[src/rtl/alu_mul_div_seq.sv]
// -----------------------------------------------------------------------------
// alu_mul_div_seq
//
// Transaction sequencer in front of the multi-cycle multiply/divide unit.
// It accepts one operation at a time from execute and registers its operands,
// opcode and tag. It then pulses the unit's submit for one cycle and holds every
// unit input stable until the unit reports not-busy. Finally it captures the
// unit's result and presents it downstream with valid/ready and the original
// tag. Divide/modulo by zero and the reserved opcode never reach the unit; their
// result is produced locally in the cycle after accept.
//
// Parameters
//   RW            datapath width (must match the mul/div unit)
//   TW            tag width
//
// Ports
//   i_clk, i_rst_n            clock, asynchronous active-low reset
//   i_req_valid / o_req_ready request handshake (accept on valid & ready)
//   i_req_op                  00 mul, 01 div, 10 mod, 11 reserved
//   i_req_a, i_req_b          operands
//   i_req_tag                 tag returned with the result
//   o_res_valid / i_res_ready result handshake
//   o_res_d, o_res_tag        result data and its tag
//   o_res_dz                  result came from a div/mod by zero
//   i_flush                   abort the current operation
//   o_md_a, o_md_b            held operands to the unit
//   o_md_mul/div/mod          held one-hot mode to the unit
//   o_md_submit               one-cycle start pulse to the unit
//   o_md_flush                flush to the unit (same cycle as i_flush)
//   i_md_d                    unit result (combinational on its mode inputs)
//   i_md_busy                 unit busy (submit OR computing)
// -----------------------------------------------------------------------------
module alu_mul_div_seq #(
    parameter int RW = 16,
    parameter int TW = 4
) (
    input  logic          i_clk,
    input  logic          i_rst_n,

    input  logic          i_req_valid,
    output logic          o_req_ready,
    input  logic [1:0]    i_req_op,
    input  logic [RW-1:0] i_req_a,
    input  logic [RW-1:0] i_req_b,
    input  logic [TW-1:0] i_req_tag,

    output logic          o_res_valid,
    input  logic          i_res_ready,
    output logic [RW-1:0] o_res_d,
    output logic [TW-1:0] o_res_tag,
    output logic          o_res_dz,

    input  logic          i_flush,

    output logic [RW-1:0] o_md_a,
    output logic [RW-1:0] o_md_b,
    output logic          o_md_mul,
    output logic          o_md_div,
    output logic          o_md_mod,
    output logic          o_md_submit,
    output logic          o_md_flush,
    input  logic [RW-1:0] i_md_d,
    input  logic          i_md_busy
);

    typedef enum logic [1:0] {
        ST_IDLE  = 2'b00,
        ST_ISSUE = 2'b01,
        ST_WAIT  = 2'b10,
        ST_DONE  = 2'b11
    } state_t;

    localparam logic [1:0] OP_MUL = 2'b00;
    localparam logic [1:0] OP_DIV = 2'b01;
    localparam logic [1:0] OP_MOD = 2'b10;
    localparam logic [1:0] OP_RSV = 2'b11;

    state_t        r_state;
    state_t        w_next_state;

    logic [RW-1:0] r_a;
    logic [RW-1:0] r_b;
    logic [1:0]    r_op;
    logic [TW-1:0] r_tag;
    logic [RW-1:0] r_res_d;
    logic          r_res_dz;

    logic          w_accept;
    logic          w_req_div_zero;
    logic          w_req_rsv;
    logic          w_req_bypass;
    logic          w_capture;

    // -------------------------------------------------------------------------
    // Request decode
    // -------------------------------------------------------------------------
    // A flush cycle never accepts, so i_flush is folded into ready itself.
    assign o_req_ready    = (r_state == ST_IDLE) & ~i_flush;
    assign w_accept       = i_req_valid & o_req_ready;

    assign w_req_div_zero = ((i_req_op == OP_DIV) || (i_req_op == OP_MOD)) &&
                            (i_req_b == '0);
    assign w_req_rsv      = (i_req_op == OP_RSV);
    assign w_req_bypass   = w_req_div_zero | w_req_rsv;

    // The unit's result is only taken once busy has fallen in WAIT; a flush in
    // that same cycle wins and the result is discarded.
    assign w_capture      = (r_state == ST_WAIT) & ~i_md_busy & ~i_flush;

    // -------------------------------------------------------------------------
    // FSM: state register
    // -------------------------------------------------------------------------
    // NOTE: clocked state uses non-blocking assignments so every register
    // samples the pre-edge values of the others, independent of block order.
    always_ff @(posedge i_clk or negedge i_rst_n) begin
        if (!i_rst_n) begin
            r_state <= ST_IDLE;
        end else begin
            r_state <= w_next_state;
        end
    end

    // -------------------------------------------------------------------------
    // FSM: next-state logic
    // -------------------------------------------------------------------------
    // NOTE: the default assignment at the top of a combinational block keeps
    // every path assigned, so no latch is inferred for unlisted cases.
    always_comb begin
        w_next_state = r_state;
        if (i_flush) begin
            w_next_state = ST_IDLE;
        end else begin
            unique case (r_state)
                ST_IDLE: begin
                    if (w_accept) begin
                        w_next_state = w_req_bypass ? ST_DONE : ST_ISSUE;
                    end
                end
                ST_ISSUE: begin
                    w_next_state = ST_WAIT;
                end
                ST_WAIT: begin
                    if (!i_md_busy) begin
                        w_next_state = ST_DONE;
                    end
                end
                ST_DONE: begin
                    if (i_res_ready) begin
                        w_next_state = ST_IDLE;
                    end
                end
                default: begin
                    w_next_state = ST_IDLE;
                end
            endcase
        end
    end

    // -------------------------------------------------------------------------
    // Request and result registers
    // -------------------------------------------------------------------------
    // Operands, op and tag change only on accept, so the unit inputs and the
    // returned tag stay frozen through ISSUE, WAIT and DONE.
    // r_op resets to the reserved code so that all mode bits read 0.
    always_ff @(posedge i_clk or negedge i_rst_n) begin
        if (!i_rst_n) begin
            r_a      <= '0;
            r_b      <= '0;
            r_op     <= OP_RSV;
            r_tag    <= '0;
            r_res_d  <= '0;
            r_res_dz <= 1'b0;
        end else if (w_accept) begin
            r_a      <= i_req_a;
            r_b      <= i_req_b;
            r_op     <= i_req_op;
            r_tag    <= i_req_tag;
            r_res_dz <= w_req_div_zero;
            // Bypass results are known at accept. Div by zero saturates to
            // all ones and mod by zero returns the dividend.
            if (w_req_div_zero) begin
                r_res_d <= (i_req_op == OP_DIV) ? '1 : i_req_a;
            end else if (w_req_rsv) begin
                r_res_d <= '0;
            end
        end else if (w_capture) begin
            r_res_d  <= i_md_d;
            r_res_dz <= 1'b0;
        end
    end

    // -------------------------------------------------------------------------
    // Outputs
    // -------------------------------------------------------------------------
    assign o_res_valid = (r_state == ST_DONE);
    assign o_res_d     = r_res_d;
    assign o_res_tag   = r_tag;
    assign o_res_dz    = r_res_dz;

    assign o_md_a      = r_a;
    assign o_md_b      = r_b;
    assign o_md_mul    = (r_op == OP_MUL);
    assign o_md_div    = (r_op == OP_DIV);
    assign o_md_mod    = (r_op == OP_MOD);

    // Submit is a pure function of ISSUE, which lasts exactly one cycle. A
    // flush in ISSUE reaches the unit at the same edge and takes priority there.
    assign o_md_submit = (r_state == ST_ISSUE);
    assign o_md_flush  = i_flush;

endmodule
[config.mk]
export PLATFORM = sky130hd
export DESIGN_NAME = alu_mul_div_seq
export DESIGN_NICKNAME = d
export VERILOG_FILES = /design/src/rtl/alu_mul_div_seq.sv
export SDC_FILE = /design/constraint.sdc
export NUM_CORES = 1
export LEC_CHECK = 0
export CORE_MARGIN = 4
export CORE_UTILIZATION = 30
export CTS_CLUSTER_SIZE = 24
export DETAILED_ROUTE_END_ITERATION = 7
export GPL_TIMING_DRIVEN = 0
export HOLD_SLACK_MARGIN = 0.08
export PLACE_DENSITY_LB_ADDON = 0.05
export SYNTH_ARGS = -nofsm -noshare
export SYNTH_HDL_FRONTEND = slang
export SYNTH_SLANG_ARGS = --single-unit
export TNS_END_PERCENT = 1
[constraint.sdc]
create_clock -name i_clk -period 3.3 [get_ports i_clk]
set_input_delay 0.66 -clock i_clk [delete_from_list [all_inputs] [get_ports i_clk]]
set_output_delay 0.66 -clock i_clk [all_outputs]
set_load 0.01 [all_outputs]
==> impl_metrics.ini, run 1 <==
[detailed_routing]
wirelength_mm = 8.32
postRouteAntennaNets = 0
drt_iter0_markers = 74
first_pass_iters = 4
vias_per_cell = 4.48
wire_per_inst_microns = 15.0
num_vias = 2490
drc = 0

[synthesis]
synth_cell_types = 31
syn-num-nets = 377
ys_ff_latch = 57
syn_inst = 310
ys_seq_area_share_pct = 50.9
syn-cell-area_sq_mm = 0.00281
yosysWarnings = 0
syn_avg_cell_area_sq_um = 9.05

[placement]
finalWeightedCongestion = 0.740
hpwlAfterDp_mm = 6.25
io_buffer_count = 119
placed_area_sq_mm = 0.00415
place_inst = 541

[finish]
final_cell_mix = clkdlybuf4s50_1 (118), nand2_1 (114), dfrtp_1 (55), nor2_1 (22), nand3_1 (17)
final_common_cell = clkdlybuf4s50_1
num_antenna_cells = 0
final_util_pct = 47.8
area_growth_pct = 56.1
finalInstanceArea_sq_mm = 0.00438
drive_above_1_share_pct = 8.99
nets = 508
final_cells = 556

[power_and_ir_drop]
peakVddDrop_mv = 0.322
power_leakage_nw = 2.00
powerDensity_mw_per_mm2 = 810

[setup_path]
critPathLaunch = i_flush
setup.worst_path.end = o_md_flush
cp_slowest_cell = clkdlybuf4s50_1
rr_startpoint = r_state[0]$_DFFE_PN0P_
path_buf_inv = 3
r2r_end = o_md_b[15]$_DFFE_PN0P_
worstSetupPathType = in -> out
reg2reg_slack_ps = 1440
path_max_fanout = 9
reg2reg_depth = 8
crit_cells = 3
slowest_delay_ps = 650
crit_top_cell = clkdlybuf4s50_1
cp-start-kind = primary input
worstPathCellList = clkdlybuf4s50_1, buf_4, clkdlybuf4s50_1
end_kind = primary output
required_ps = 2640
cp_top_family = buffers and inverters
cp_data_arrival_time_ps = 2000

[timing]
rsz0062_at_grt = no
hold_viol = 0
finalCritPeriodShare_pct = 80.5
slew_headroom_pct = 64.3
max_freq_mhz = 377
tightestPinTransition_ps = 535
timing.hold.ws_ps = 303
skew_ps = 4.17
slew_viol_final = 0
finalSetupViolCount = 0
post-route-min-period_ps = 2660

[global_routing]
grt_use_met2_pct = 23.6
use_met3_pct = 5.56
grt_pass1_wl_mm = 13.7
antenna_found_initial = 0
busiest_layer = met2
use_met1_pct = 22.0
grt_overflow = 0
grt_max_degree = 38
grt_usage_pct = 15.8
grt_pass1_vias = 2639

[hold_path]
holdCritPathClass = in -> async

[clock_tree]
cts_sinks = 57
cts_buffers = 9
hold_buffers = 0
worstSkewPairLatency_ps = 330
cts_tree = built
root_buffer = clkbuf_8
clockBufferDepth = 2
cts_resized = 0
htree_levels = 3
cts.clk_slew.worst_paths_ps = 70
cts_setup_buffers = 0

[die]
die_width_microns = 105
rows = 35
io_pins = 120
core-area_sq_mm = 0.00915
die_area_sq_mm = 0.0110
start_util_pct = 30.6
die_h_microns = 105

[flow_run]
drv_cap = 0

[status]
status = completed
-- how the worst min path moves through the flow --
stage	startpoint	endpoint	depth (start not counted)
after global placement	o_md_b[3]$_DFFE_PN0P_	o_md_b[3]$_DFFE_PN0P_	2
final	i_rst_n	o_res_d[9]$_DFFE_PN0P_	1
after detailed placement	o_md_b[8]$_DFFE_PN0P_	o_md_b[8]$_DFFE_PN0P_	2
after global routing	i_rst_n	o_res_d[9]$_DFFE_PN0P_	1
after floorplan	i_rst_n	o_md_a[0]$_DFFE_PN0P_	0
after CTS	i_rst_n	o_res_d[9]$_DFFE_PN0P_	1
-- layer usage --
layer / up-vias / share of wire, % / wire length (microns)
met5: - / 0 / 0
met4: 0 / 0.74 / 62
met3: 7 / 7.1 / 589
met2: 68 / 44 / 3680
met1: 1145 / 48 / 3990
li1: 1270 / - / -
-- power by group --
part | internal, mW | switching [mW] | total, mW
Combinational | 0.889 | 0.693 | 1.58
Sequential | 1.03 | 0.176 | 1.20
Clock | 0.484 | 0.277 | 0.761
-- cells by family (layout without fill, tap and decap cells) --
| kind of cell | after synthesis | count (layout) | synth area share, % |
|---|---|---|---|
| fa+ha+maj | 7 | 7 | 3.12 |
| flops | 57 | 57 | 50.9 |
| simple gates | 165 | 165 | 25.4 |
| mux | 16 | 16 | 5.71 |
| compound gates | 37 | 37 | 8.61 |
| buf+inv | 27 | 162 | 5.93 |
| xor+xnor | 1 | 1 | 0.312 |
-- flip-flops by register name, summed over array words and instances, names as in the netlist --
register / cells
o_md_a: 16
o_md_b: 16
r_op: 2
o_res_dz: 1
o_res_d: 16
o_res_tag: 4
r_state: 2
-- layout make-up --
cell class | instances | area, sq um
Buffer | 21 | 144
Multi-Input combinational cell | 226 | 1210
Fill cell | 924 | 4770
Tap cell | 111 | 139
Sequential cell | 57 | 1430
Inverter | 6 | 22.5
Timing Repair Buffer | 120 | 1210
Clock buffer | 13 | 169
Clock inverter | 2 | 60.1
-- cells in the mapped netlist (all sizes together) --
cell type  instances  area [sq um]
nand3             17          85.1
xnor2              1          8.76
nor4               3          31.3
nor2              22          82.6
nor3               2          15.0
dfrtp             55          1380
dfstp              2          52.6
a21o              16           120
buf               16           125
a31o               1          8.76
inv                6          22.5
clkbuf             5          18.8
o21ai             17          85.1
or3b               1          8.76
nand3b             2          27.5
ha                 7          87.6
nand2            114           428
o41ai              1          8.76
mux2i             16           160
nor3b              1          12.5
nor2b              2          12.5
and3b              1          8.76
o211a              1          10.0
o221ai             1          8.76
-- per-stage QoR --
| step | TNS [ps] | power [mW] | setup slack, ps |
|---|---|---|---|
| 6_report | 0 | 3.55 | 644 |
| 3_5_place_dp | 0 | 2.81 | 559 |
| 3_3_place_gp | -23090 | 2.81 | -424 |
| 5_1_grt | 0 | 3.81 | 577 |
| 2_1_floorplan | 0 | 1.90 | 1240 |
| 4_1_cts | 0 | 3.60 | 632 |
Note: power is estimated with default switching activity, not from simulation.
==> inputs of run 2 (changes only) <==
==> constraint.sdc (replaced) <==
create_clock -name i_clk -period 2.1 [get_ports i_clk]
set_input_delay 0.42 -clock i_clk [delete_from_list [all_inputs] [get_ports i_clk]]
set_output_delay 0.42 -clock i_clk [all_outputs]
set_load 0.01 [all_outputs]
==> run 2 against run 1 <==
Compared with the run above: via count is 1.2% higher; combinational power is 58% higher; critical path depth is 6 higher; core utilization is 0.60 points higher; first-iteration DRC count is 5.4% lower; sequential cell count stayed put; clock skew hardly changed; clock power is 56% higher; wire length is 1.2% higher; setup slack worse by 530 ps; largest cell class unchanged; largest power group unchanged; highest routed layer unchanged.
==> impl_metrics.ini, run 2 (synthesis gave the netlist of run 1 again) <==
[status]
status = completed

[timing]
finalCritPeriodShare_pct = 94.4
finalSetupViolCount = 0
tns_ps = 0
hold_viol = 0
skew_ps = 4.49
worst_slack_ps = 117
post-route-min-period_ps = 1980
slew_viol_final = 0
rsz0062_at_grt = no
slew_headroom_pct = 64.2
tightestPinTransition_ps = 537
max_freq_mhz = 504

[global_routing]
grt_pass1_wl_mm = 13.8
antenna_found_initial = 0
grt_overflow = 0
grt_pass1_vias = 2654
grt_usage_pct = 15.9
grt_max_degree = 38

[setup_path]
cp_data_arrival_time_ps = 2230
reg2reg_depth = 8
path_max_fanout = 10
reg2reg_slack_ps = 280
worstSetupPathType = in -> reg
rr_startpoint = r_state[1]$_DFFE_PN0P_
required_ps = 2350
r2r_end = o_md_b[15]$_DFFE_PN0P_
end_kind = flip-flop
cp-start-kind = primary input

[detailed_routing]
first_pass_iters = 4
postRouteAntennaNets = 0
wire_per_inst_microns = 15.0
drc = 0
wirelength_mm = 8.42
num_vias = 2520
vias_per_cell = 4.48
drt_iter0_markers = 70

[clock_tree]
clockBufferDepth = 2
cts_tree = built
root_buffer = clkbuf_8
cts_buffers = 9
cts.clk_slew.worst_paths_ps = 70
htree_levels = 3
cts_sinks = 57
worstSkewPairLatency_ps = 330

[hold_path]
min_to = r_op[0]$_DFFE_PN1P_
hold_start = r_op[0]$_DFFE_PN1P_
holdCritPathClass = reg -> reg
hold_depth = 2

[finish]
final_cell_mix = clkdlybuf4s50_1 (116), nand2_1 (114), dfrtp_1 (55), nor2_1 (22), nand3_1 (17)
area_growth_pct = 58.1
nets = 515
multi_input_area_sq_mm = 0.00121
final_common_cell = clkdlybuf4s50_1
seqCellArea_sq_mm = 0.00143
drive_above_1_share_pct = 10.6
nFillCells = 931
num_antenna_cells = 0

[placement]
finalWeightedCongestion = 0.740
hpwlAfterDp_mm = 6.25
io_buffer_count = 119
post-place-ws_ps = -401

[flow_run]
drv_cap = 0

[die]
die_area_sq_mm = 0.0110
die_h_microns = 105
core-area_sq_mm = 0.00915
io_pins = 120
die_width_microns = 105
start_util_pct = 30.6
rows = 35

[power_and_ir_drop]
design_power_total_mw = 5.58
peakVddDrop_mv = 0.507
power_leakage_nw = 2.04
powerDensity_mw_per_mm2 = 1260
[run 2: critical path, stage by stage]
cell and delay, ps:
clkdlybuf4s50_1 490, inv_1 60, ha_1 290, nor4_2 130
nand3_1 160, nor3_2 200, buf_6 150, buf_12 140
mux2i_1 190
[run 2: metal layers]
| metal | routed length (microns) | part of all wire (%) | global-route usage, % | vias to the layer above |
|---|---|---|---|---|
| met3 | 583 | 6.9 | 5.56 | 8 |
| met5 | 0 | 0 | 0 | - |
| met2 | 3740 | 44 | 23.8 | 69 |
| met1 | 4020 | 48 | 22.0 | 1162 |
| li1 | - | - | - | 1281 |
| met4 | 78 | 0.93 | 3.94 | 0 |
[run 2: area by class of cell]
type | instances | share of cell area [%]
flip-flops and latches | 57 | 32.2
clock inverters | 2 | 1.35
well taps | 111 | 3.13
multi-input cells | 226 | 27.3
repair buffers | 127 | 28.4
inverters | 6 | 0.508
plain buffers | 21 | 3.24
clock buffers | 13 | 3.81
[run 2: through the flow]
stage          hold WS (ps)  cell area (sq um)  instances  utilization (%)
6_report                475               4430        563             48.4
4_1_cts                 478               4390        557             48.0
2_1_floorplan           124               2810        310                -
3_3_place_gp            457               4140        540             45.2
5_1_grt                 500               4430        563             48.4
3_5_place_dp            426               4150        541             45.3
[run 2: repair_timing]
item                                    in CTS  in global routing
pin swaps                                    2                  1
hold buffers                                 1                  0
endpoints found under the setup margin      11                  6
resized for setup                            4                  0
endpoints found under the hold margin       18                  0
setup buffers                                0                  6
[run 2: worst max-delay path by stage]
| stage | end | slack, ps | from |
|---|---|---|---|
| after CTS | o_res_d[11]$_DFFE_PN0P_ | 80 | i_req_op[1] |
| after detailed placement | o_res_d[11]$_DFFE_PN0P_ | -400 | i_req_op[1] |
| after global routing | o_res_d[5]$_DFFE_PN0P_ | 10 | i_req_op[1] |
| final | o_res_d[12]$_DFFE_PN0P_ | 120 | i_req_op[1] |
| after global placement | o_md_b[10]$_DFFE_PN0P_ | -1380 | i_rst_n |
| after floorplan | o_res_d[10]$_DFFE_PN0P_ | 280 | i_req_op[1] |
[run 2: where the power goes]
part | switching [mW] | internal (mW) | total, mW
Clock | 0.434 | 0.760 | 1.19
Combinational | 1.10 | 1.40 | 2.49
Sequential | 0.277 | 1.61 | 1.89
==> inputs of run 3 (changes only) <==
--- a/config.mk
+++ b/config.mk
@@ -7,7 +7,7 @@
 export LEC_CHECK = 0
 export CORE_MARGIN = 4
 export CORE_UTILIZATION = 30
-export CTS_CLUSTER_SIZE = 24
+export CTS_CLUSTER_SIZE = 40
 export DETAILED_ROUTE_END_ITERATION = 7
 export GPL_TIMING_DRIVEN = 0
 export HOLD_SLACK_MARGIN = 0.08
==> results of run 3 <==
The final DEF is identical to that of run 2; final timing and power are the same.
